$ cat config.mk
export PLATFORM = sky130hd
export DESIGN_NAME = pet_mem_arbiter
export DESIGN_NICKNAME = d
export VERILOG_FILES = /design/src/rtl/pet_mem_pkg.sv /design/src/rtl/pet_mem_arbiter.sv
export SDC_FILE = /design/constraint.sdc
export NUM_CORES = 1
export LEC_CHECK = 0
export CAP_MARGIN = 10
export CORE_ASPECT_RATIO = 1.25
export CORE_MARGIN = 8
export CORE_UTILIZATION = 65
export CTS_CLUSTER_SIZE = 16
export DETAILED_ROUTE_END_ITERATION = 6
export DONT_BUFFER_PORTS = 1
export PLACE_DENSITY = 0.88
export SYNTH_ARGS = -nofsm -noshare
export SYNTH_HDL_FRONTEND = slang
export SYNTH_SLANG_ARGS = --single-unit
$ cat constraint.sdc
create_clock -name clk -period 3 [get_ports clk]
set_input_delay 0.6 -clock clk [delete_from_list [all_inputs] [get_ports clk]]
set_output_delay 0.6 -clock clk [all_outputs]
set_load 0.1 [all_outputs]
$ cat src/rtl/pet_mem_pkg.sv
// Shared types and constants for the PET shared-memory arbiter.
// Latency: n/a (declarations only).
// Backpressure: n/a.
package pet_mem_pkg;

   // Arbiter sequencing states
   typedef enum logic [1:0] {
      IDLE  = 2'd0,
      WRITE = 2'd1,
      READ  = 2'd2,
      GAP   = 2'd3
   } state_t;

   // Default SDRAM byte address width
   localparam int PET_AW = 25;

   // Byte returned to the tape player when a read is abandoned
   localparam logic [7:0] PET_FILL = 8'hFF;

endpackage

$ cat src/rtl/pet_mem_arbiter.sv
// Schedules the shared SDRAM byte port between download writes and tape reads.
// Latency: request at cycle 0 -> mem_we/mem_rd at cycle 2; mem_ready at k -> rd_valid at k+1.
// Backpressure: one-entry write buffer (dl_busy, extra strobes dropped); one-entry read slot, latest wins.
module pet_mem_arbiter
   import pet_mem_pkg::*;
#(
   parameter int         AW      = PET_AW,
   parameter int         TIMEOUT = 1024,
   parameter logic [7:0] FILL    = PET_FILL
) (
   input  logic          clk,
   input  logic          reset_n,
   // downloader write side
   input  logic          dl_active,
   input  logic          dl_wr,
   input  logic [AW-1:0] dl_addr,
   input  logic [7:0]    dl_data,
   output logic          dl_busy,
   // tape player read side
   input  logic          rd_req,
   input  logic [AW-1:0] rd_addr,
   output logic [7:0]    rd_data,
   output logic          rd_valid,
   // sram controller side
   output logic [AW-1:0] mem_addr,
   output logic [7:0]    mem_din,
   output logic          mem_we,
   output logic          mem_rd,
   input  logic [7:0]    mem_dout,
   input  logic          mem_ready,
   // sticky error flags
   output logic          err_timeout,
   output logic          err_overrun
);

   // Counter just wide enough to reach TIMEOUT-1
   localparam int CW = (TIMEOUT > 1) ? $clog2(TIMEOUT) : 1;
   localparam logic [CW-1:0] CNT_LAST = CW'(TIMEOUT - 1);

   state_t        state;
   logic [CW-1:0] cnt;

   // write buffer
   logic          wpend;
   logic [AW-1:0] waddr;
   logic [7:0]    wdata;

   // read slot; r_again marks a request that arrived after the current read was issued
   logic          rpend;
   logic          r_again;
   logic [AW-1:0] raddr;

   logic tmo;
   logic wr_fin;
   logic rd_fin;
   logic rd_issue;

   // Access completion (ready or abort) and read issue decisions
   always_comb begin
      tmo      = (cnt == CNT_LAST);
      wr_fin   = (state == WRITE) && (mem_ready || tmo);
      rd_fin   = (state == READ)  && (mem_ready || tmo);
      rd_issue = (state == IDLE) && !wpend && rpend && !dl_active;
   end

   assign dl_busy = wpend;

   // Write buffer: accept a strobe only when empty, otherwise flag the drop
   always_ff @(posedge clk or negedge reset_n) begin
      if (!reset_n) begin
         wpend       <= 1'b0;
         waddr       <= '0;
         wdata       <= 8'h00;
         err_overrun <= 1'b0;
      end else begin
         if (wr_fin) begin
            wpend <= 1'b0;
         end
         if (dl_wr) begin
            if (wpend) begin
               err_overrun <= 1'b1;
            end else begin
               wpend <= 1'b1;
               waddr <= dl_addr;
               wdata <= dl_data;
            end
         end
      end
   end

   // Read slot: newest address always wins; a request seen once the read has
   // been issued survives the completion of that read
   always_ff @(posedge clk or negedge reset_n) begin
      if (!reset_n) begin
         rpend   <= 1'b0;
         r_again <= 1'b0;
         raddr   <= '0;
      end else begin
         if (rd_fin) begin
            rpend   <= r_again;
            r_again <= 1'b0;
         end
         if (rd_req) begin
            raddr <= rd_addr;
            rpend <= 1'b1;
            if (rd_issue || ((state == READ) && !rd_fin)) begin
               r_again <= 1'b1;
            end
         end
      end
   end

   // Access sequencer with registered memory strobes, read result and timeout
   always_ff @(posedge clk or negedge reset_n) begin
      if (!reset_n) begin
         state       <= IDLE;
         cnt         <= '0;
         mem_addr    <= '0;
         mem_din     <= 8'h00;
         mem_we      <= 1'b0;
         mem_rd      <= 1'b0;
         rd_data     <= 8'h00;
         rd_valid    <= 1'b0;
         err_timeout <= 1'b0;
      end else begin
         rd_valid <= 1'b0;
         case (state)
            IDLE: begin
               cnt <= '0;
               if (wpend) begin
                  state    <= WRITE;
                  mem_we   <= 1'b1;
                  mem_addr <= waddr;
                  mem_din  <= wdata;
               end else if (rd_issue) begin
                  state    <= READ;
                  mem_rd   <= 1'b1;
                  mem_addr <= raddr;
               end
            end
            WRITE: begin
               if (mem_ready) begin
                  mem_we <= 1'b0;
                  state  <= GAP;
               end else if (tmo) begin
                  mem_we      <= 1'b0;
                  err_timeout <= 1'b1;
                  state       <= GAP;
               end else begin
                  cnt <= cnt + CW'(1);
               end
            end
            READ: begin
               if (mem_ready) begin
                  mem_rd   <= 1'b0;
                  rd_data  <= mem_dout;
                  rd_valid <= 1'b1;
                  state    <= GAP;
               end else if (tmo) begin
                  mem_rd      <= 1'b0;
                  rd_data     <= FILL;
                  rd_valid    <= 1'b1;
                  err_timeout <= 1'b1;
                  state       <= GAP;
               end else begin
                  cnt <= cnt + CW'(1);
               end
            end
            GAP: begin
               state <= IDLE;
            end
            default: begin
               state  <= IDLE;
               mem_we <= 1'b0;
               mem_rd <= 1'b0;
            end
         endcase
      end
   end

endmodule

==> results of run 1 <==
==> synth_stat cells (3+ instances only) <==
library cell,instances,area [um^2]
o21ai_0,27,135
o311ai_0,3,26.3
ha_1,6,75.1
a21oi_1,7,35.0
mux2_2,66,743
buf_2,8,40.0
mux2i_1,27,270
nand3_1,9,45.0
o211ai_1,4,30.0
o22a_1,9,78.8
inv_1,8,30.0
nor2_1,6,22.5
nand2_1,43,161
dfrtp_1,119,2980
or4_1,4,30.0
clkbuf_1,9,33.8
==> flip-flops by register name, summed over array words and instances, names as in the netlist, 2 cells and up <==
name	count
waddr	25
cnt	10
wdata	8
state	2
mem_addr	25
raddr	25
mem_din	8
rd_data	8
==> layer usage <==
layer  track usage  share of wire  vias to the layer above
li1              -              -                     1405
met1         0.215           0.36                     1563
met2         0.352           0.53                       91
met3        0.0912          0.088                       22
met4         0.101          0.020                        0
met5             0              0                        -
==> area by class of cell <==
cell class / instances / share of cell area
flip-flops and latches: 119 / 0.532
well taps: 95 / 0.0212
clock inverters: 4 / 0.00849
clock buffers: 24 / 0.0840
multi-input cells: 240 / 0.344
inverters: 8 / 0.00536
repair buffers: 4 / 0.00536
==> worst paths after layout <==
kind / depth (start not counted) / end / start / slack [ns]
min in group clk: 1 / rpend / rd_req / 0.21
hold reg to reg: 1 / wdata[1] / wdata[1] / 0.50
setup reg to reg: 5 / cnt[4] / state[0] / 1.07
hold / removal: 0 / cnt[6] / reset_n / -0.22
max in group asynchronous: 0 / dl_busy / reset_n / 3.02
setup / recovery: 1 / dl_busy / dl_busy / 0.79
==> cells by family (layout without fill, tap and decap cells) <==
| logic type | after synthesis | in the layout |
|---|---|---|
| simple gates | 74 | 74 |
| fa+ha+maj | 6 | 6 |
| buf+inv | 29 | 40 |
| flops | 119 | 119 |
| compound gates | 67 | 67 |
| mux | 93 | 93 |
==> per-stage QoR <==
step,cell area [um^2],util
finish,5600,0.731
floorplan,5010,-
global placement,5080,0.664
CTS,5600,0.731
global route,5600,0.731
detailed placement,5080,0.664
==> metrics.md, run 1 <==
| Metric | Value |
|---|---|
| Post-Syn Area per Cell | `12.9 um^2` |
| CTS Sinks | `119` |
| Flip-flop and latch area | `2980 um^2` |
| H-tree depth | `4` |
| FILL cells | `498` |
| Layout cells sized above 1 | `0.256` |
| EDFF count, synth | `0` |
| Fmax | `453 MHz` |
| RSZ-0062 raised after global routing | `false` |
| Slew @ Worst Pin | `0.968 ns` |
| Worst path slowest cell | `dfrtp_2` |
| Setup ws final | `0.792 ns` |
| Main combinational cell family by area after synthesis | `multiplexers` |
| Die Span Y | `114 um` |
| Area of the multi-input gates | `1920 um^2` |
| CTS tree | `yes` |
| Compound-Gate Fraction of Synth Area | `0.0927` |
| Final Hold Vio Count | `119` |
| Leading cell types in the layout, fill and taps excluded | `dfrtp_1, mux2_2, nand2_1` |
| Period minus WS final | `2.21 ns` |
| Synthesized area | `5010 um^2` |
| Tcrit/Tclk final | `0.736` |
| Die W | `94.5 um` |
| I/O pin count | `119` |
| Post-Place Cells | `466` |
| Initial Utilization | `0.654` |
| IO buf count | `0` |
| DRC viols | `0` |
| Critical Path End Type | `primary output` |
| Clk slew on worst S/H paths | `0.05 ns` |
| Ant. Diodes | `0` |
| Gpl congestion | `0.784` |
| Die Area | `10,800 um^2` |
| Worst hold path type | `primary input to asynchronous set/reset pin` |
| Yosys Warn Count | `0` |
| Commonest non-fill, non-tap cell in the layout | `dfrtp_1` |
| Top FF cell, synth | `dfrtp_1` |
| First-pass GRT wire length | `17,100 um` |
| Yosys cell types | `42` |
| Sequential share of the synthesized area | `0.594` |
| Fin nets | `468` |
| Max-cap viol count | `0` |
| CTS Root Cell | `clkbuf_8` |
| Adder-cell share of the synthesized area | `0.0150` |
| Required time worst endpoint | `2.40 ns` |
| Drt pass-1 iters | `4` |
| Synth Area in Simple Gates | `0.0704` |
| CTS Buffer Depth | `2` |
| Crit Path Category | `register to primary output` |
| Pre-CTS WS | `1.09 ns` |
| CP bufs+invs | `1` |
| Pin count of the biggest net entering global routing | `120` |
| Post-Layout Cell Count | `494` |
| Core ar. | `7660 um^2` |
| Synthesized flop and latch total | `119` |
| Synth Area in XOR/XNOR | `0` |
| CTS Buf Count | `17` |
| Vias in the first global route | `3,362` |
| Setup TNS | `0 ns` |
| Critical-path cell list | `buf_4` |
| Placement Rows | `36` |
| Fin Clk Skew | `0.00892 ns` |
| Remaining global-route overflow | `0` |
| Drt wl/cell | `21.2 um` |
| Final ANT Viol Nets | `0` |
| Cts repair resizes | `0` |
| Hold WS | `-0.215 ns` |
| Cells after Synth | `388` |
| Crit-path leading delay family | `flip-flops` |
| Outcome | `finished with violations` |
| Max-slew violations | `0` |
| Fraction of registers with async set/reset | `1.00` |
| Synth Net Count | `466` |
| Setup bufs post-CTS | `0` |
| Initial antenna violation count | `0` |
| Final setup viols | `0` |
| Fraction of synthesized area in multiplexers | `0.202` |
| Clock insertion delay at the later pin of the skew report | `0.51 ns` |
| Crit path DAT | `1.61 ns` |
| Max-slew headroom | `0.355` |
| Crit path launch type | `register` |
| Post-DP HPWL | `7060 um` |
| Crit Path Max Fanout | `21` |
| Detailed Route Iter0 Violations | `165` |
| Violated checks | `negative hold slack` |
| DR vias | `3,081` |
| Peak per-stage delay on the critical path | `0.69 ns` |
| All-Layer GR Usage | `0.209` |
| Post-DR vias/cell | `6.24` |
| Synth-to-layout area growth | `11.8%` |
| Detailed Route WL | `10,500 um` |
Power of run 1 is left out: the tool's default activity adds up to more than one toggle a clock period on the data nets, which glitch-free logic cannot reach.
==> run 2, diff against run 1 <==
- ABC_AREA: not set -> 1
- CORE_UTILIZATION: 65 -> 57
- PLACE_DENSITY: 0.88 -> 0.82
- clock period: 3 -> 1.9 ns (I/O delays scaled with it)
==> run 2 against run 1 <==
Against the previous run:
- the flow still finishes with violations (negative hold slack)
- sequential share of layout area shrank 5.4 points
- largest cell class unchanged
- critical endpoint is now err_overrun
- first-iteration DRC count rose by 20%
- global-route usage is 0.84 points lower
- synthesized cell count grew 26%
- die area is 12% higher
- flip-flop and latch count is the same
- via count up 18%
- final cell count increased by 40%
- clock skew is 0.0027 ns lower
- clock-buffer cell count shrank 1
- worst hold slack got worse by 0.22 ns
- register-to-register slack got worse by 0.91 ns
==> metrics.md, run 2 <==
| Metric | Value |
|---|---|
| Synthesized area | `5010 um^2 (about the same)` |
| I/O pin count | `119 (unchanged)` |
| Period minus WS final | `1.84 ns` |
| Synth Net Count | `567 (was 466)` |
| Reg2Reg Depth | `9 (was 5)` |
| Pin count of the biggest net entering global routing | `120 (unchanged)` |
| Largest registers | `mem_addr x25, raddr x25, waddr x25 (unchanged)` |
| Sequential share of the synthesized area | `0.594 (about the same)` |
| Fin Clk Skew | `0.00620 ns (was 0.00892 ns)` |
| Area leader, netlist | `dfrtp_1 (unchanged)` |
| Outcome | `finished with violations (unchanged)` |
| Reg2reg end | `mem_addr[2] (was cnt[4])` |
| Final setup viols | `0 (unchanged)` |
| Hold WS | `-0.434 ns (was -0.215 ns)` |
| Crit path DAT | `1.46 ns (was 1.61 ns)` |
| Final Hold Vio Count | `119 (unchanged)` |
| Max-slew headroom | `0.383 (was 0.355)` |
| Synthesized flop and latch total | `119 (unchanged)` |
| Clk slew on worst S/H paths | `0.05 ns (about the same)` |
| Detailed Route Iter0 Violations | `198 (was 165)` |
| Max-cap viol count | `0 (unchanged)` |
| CTS Buffer Depth | `2 (unchanged)` |
| Top-area cell type share of the netlist area | `0.594 (about the same)` |
| Final ANT Viol Nets | `0 (unchanged)` |
| Initial antenna violation count | `1 (was 0)` |
| Placement Rows | `38 (was 36)` |
| Violated checks | `negative hold slack (unchanged)` |
| Setup bufs post-CTS | `0 (unchanged)` |
| Detailed Route WL | `11,700 um (was 10,500 um)` |
| Setup TNS | `0 ns (unchanged)` |
| Tcrit/Tclk final | `0.968` |
| Critical Path End Type | `primary output (unchanged)` |
| Fin nets | `638 (was 468)` |
| Initial Utilization | `0.582 (was 0.654)` |
| Crit Path Category | `register to primary output (unchanged)` |
| Cells after Synth | `489 (was 388)` |
| Post-DP HPWL | `7680 um (was 7060 um)` |
| Worst setup startpoint | `err_overrun (was dl_busy)` |
| All-Layer GR Usage | `0.200 (was 0.209)` |
| CP Capture Point | `err_overrun (was dl_busy)` |
| Die Area | `12,100 um^2 (was 10,800 um^2)` |
| Top FF cell, synth | `dfrtp_1 (unchanged)` |
| First-pass GRT wire length | `18,600 um (was 17,100 um)` |
| Max-slew violations | `0 (unchanged)` |
| Vias in the first global route | `3,809 (was 3,362)` |
| Drt wl/cell | `17.0 um (was 21.2 um)` |
| Crit Path Max Fanout | `2 (was 21)` |
| Yosys cell types | `27 (was 42)` |
| RSZ-0062 raised after global routing | `false (unchanged)` |
| CTS Buf Count | `17 (unchanged)` |
| Drt pass-1 iters | `5 (was 4)` |
| Synth-to-layout area growth | `24.3% (was 11.8%)` |
| CTS Sinks | `119 (unchanged)` |
| Reg-to-reg slack, setup | `0.16 ns (was 1.07 ns)` |
| IO buf count | `0 (unchanged)` |
| CTS tree | `yes (unchanged)` |
| WP depth | `0 (was 1)` |
| Synth cell count leaders | `dfrtp_1, nand2_1, nor2_1 (was dfrtp_1, mux2_2, nand2_1)` |
| Post-DR vias/cell | `5.26 (was 6.24)` |
| Leading cell types in the layout, fill and taps excluded | `dfrtp_1, nand2_1, nor2_1 (was dfrtp_1, mux2_2, nand2_1)` |
| Die Span Y | `121 um (was 114 um)` |
| H-tree depth | `4 (unchanged)` |
| RR Startpoint | `state[0] (unchanged)` |
| Gpl congestion | `0.774 (was 0.784)` |
| Commonest non-fill, non-tap cell in the layout | `dfrtp_1 (unchanged)` |
| Fmax | `544 MHz` |
| Required time worst endpoint | `1.52 ns (was 2.40 ns)` |
| CTS Root Cell | `clkbuf_8 (unchanged)` |
| Post-Syn Area per Cell | `10.2 um^2 (was 12.9 um^2)` |
| Die W | `99.9 um (was 94.5 um)` |
| Core ar. | `8610 um^2 (was 7660 um^2)` |
| Worst hold path type | `primary input to asynchronous set/reset pin (unchanged)` |
| Remaining global-route overflow | `0 (unchanged)` |
| EDFF count, synth | `0 (unchanged)` |
| DR vias | `3,641 (was 3,081)` |
| DRC viols | `0 (unchanged)` |
| Synth area leaders | `dfrtp_1, mux2_2, nand2_1 (was dfrtp_1, mux2_2, mux2i_1)` |
| Layout cells sized above 1 | `0.249 (was 0.256)` |
| Fraction of registers with async set/reset | `1.00 (unchanged)` |
| Clock insertion delay at the later pin of the skew report | `0.51 ns (about the same)` |
| Yosys Warn Count | `0 (unchanged)` |
| Count leader, synth | `dfrtp_1 (unchanged)` |
| Slew @ Worst Pin | `0.926 ns (was 0.968 ns)` |
| Crit path launch type | `register (unchanged)` |
run 2: cell types whose count changed after synthesis, sizes merged, moves of 5 or more:
cell   before  now
nand3       9   14
a31oi       0   25
mux2       66   50
inv         8   29
mux2i      27    0
nand2      43  120
o22a        9    0
o21ai      29   19
nor2        6   67
run 2: cell type report:
class | count | area, um^2
diodes | 1 | 2.50
clock buffers | 23 | 487
clock inverters | 7 | 70.1
fillers | 564 | 2370
inverters | 29 | 111
multi-input cells | 321 | 1820
flip-flops and latches | 119 | 2980
well taps | 120 | 150
repair buffers | 72 | 609
run 2: kinds of logic after synthesis:
| kind of cell | Yosys count | share of synthesized area |
|---|---|---|
| and+or+nand+nor | 205 | 0.165 |
| muxes | 50 | 0.112 |
| adders and majority gates | 6 | 0.0150 |
| xor gates and xnor gates | 3 | 0.00524 |
| AOI/OAI and AO/OA | 57 | 0.0642 |
| buffers and inverters | 49 | 0.0437 |
| DFF | 119 | 0.594 |
run 2: metrics by stage:
step	setup WS [ns]	cell area (um^2)	util	hold slack, ns	std cells
finish	0.0605	6230	0.724	-0.434	692
global route	0.0156	6230	0.724	-0.465	692
CTS	0.0405	6160	0.716	-0.455	685
detailed placement	0.179	5450	0.633	0.0907	640
global placement	0.311	5450	0.633	0.0908	640
floorplan	0.205	5010	-	0.0844	489
run 2: routing by layer:
metal  up-vias  share of wire  track usage
met5         -              0            0
met1      1761           0.37        0.197
met4         0          0.029       0.0958
li1       1737              -            -
met2       117           0.51        0.343
met3        26          0.090       0.0995
run 2: how the worst min path moves through the flow:
stage / from / slack [ns] / end
3_3_place_gp: reset_n / 0.09 / mem_addr[3]
3_5_place_dp: reset_n / 0.09 / mem_addr[3]
5_1_grt: reset_n / -0.46 / cnt[4]
6_report: reset_n / -0.43 / cnt[3]
2_1_floorplan: reset_n / 0.08 / cnt[0]
4_1_cts: reset_n / -0.45 / cnt[3]
run 2: what timing repair did:
| item | in CTS | in global routing |
|---|---|---|
| endpoints found under the hold margin | 135 | 125 |
| setup endpoints to repair | 1 | 5 |
| hold buffers | 15 | 6 |
| gates resized for setup | 1 | 1 |
Power of run 2 is left out for the same reason.
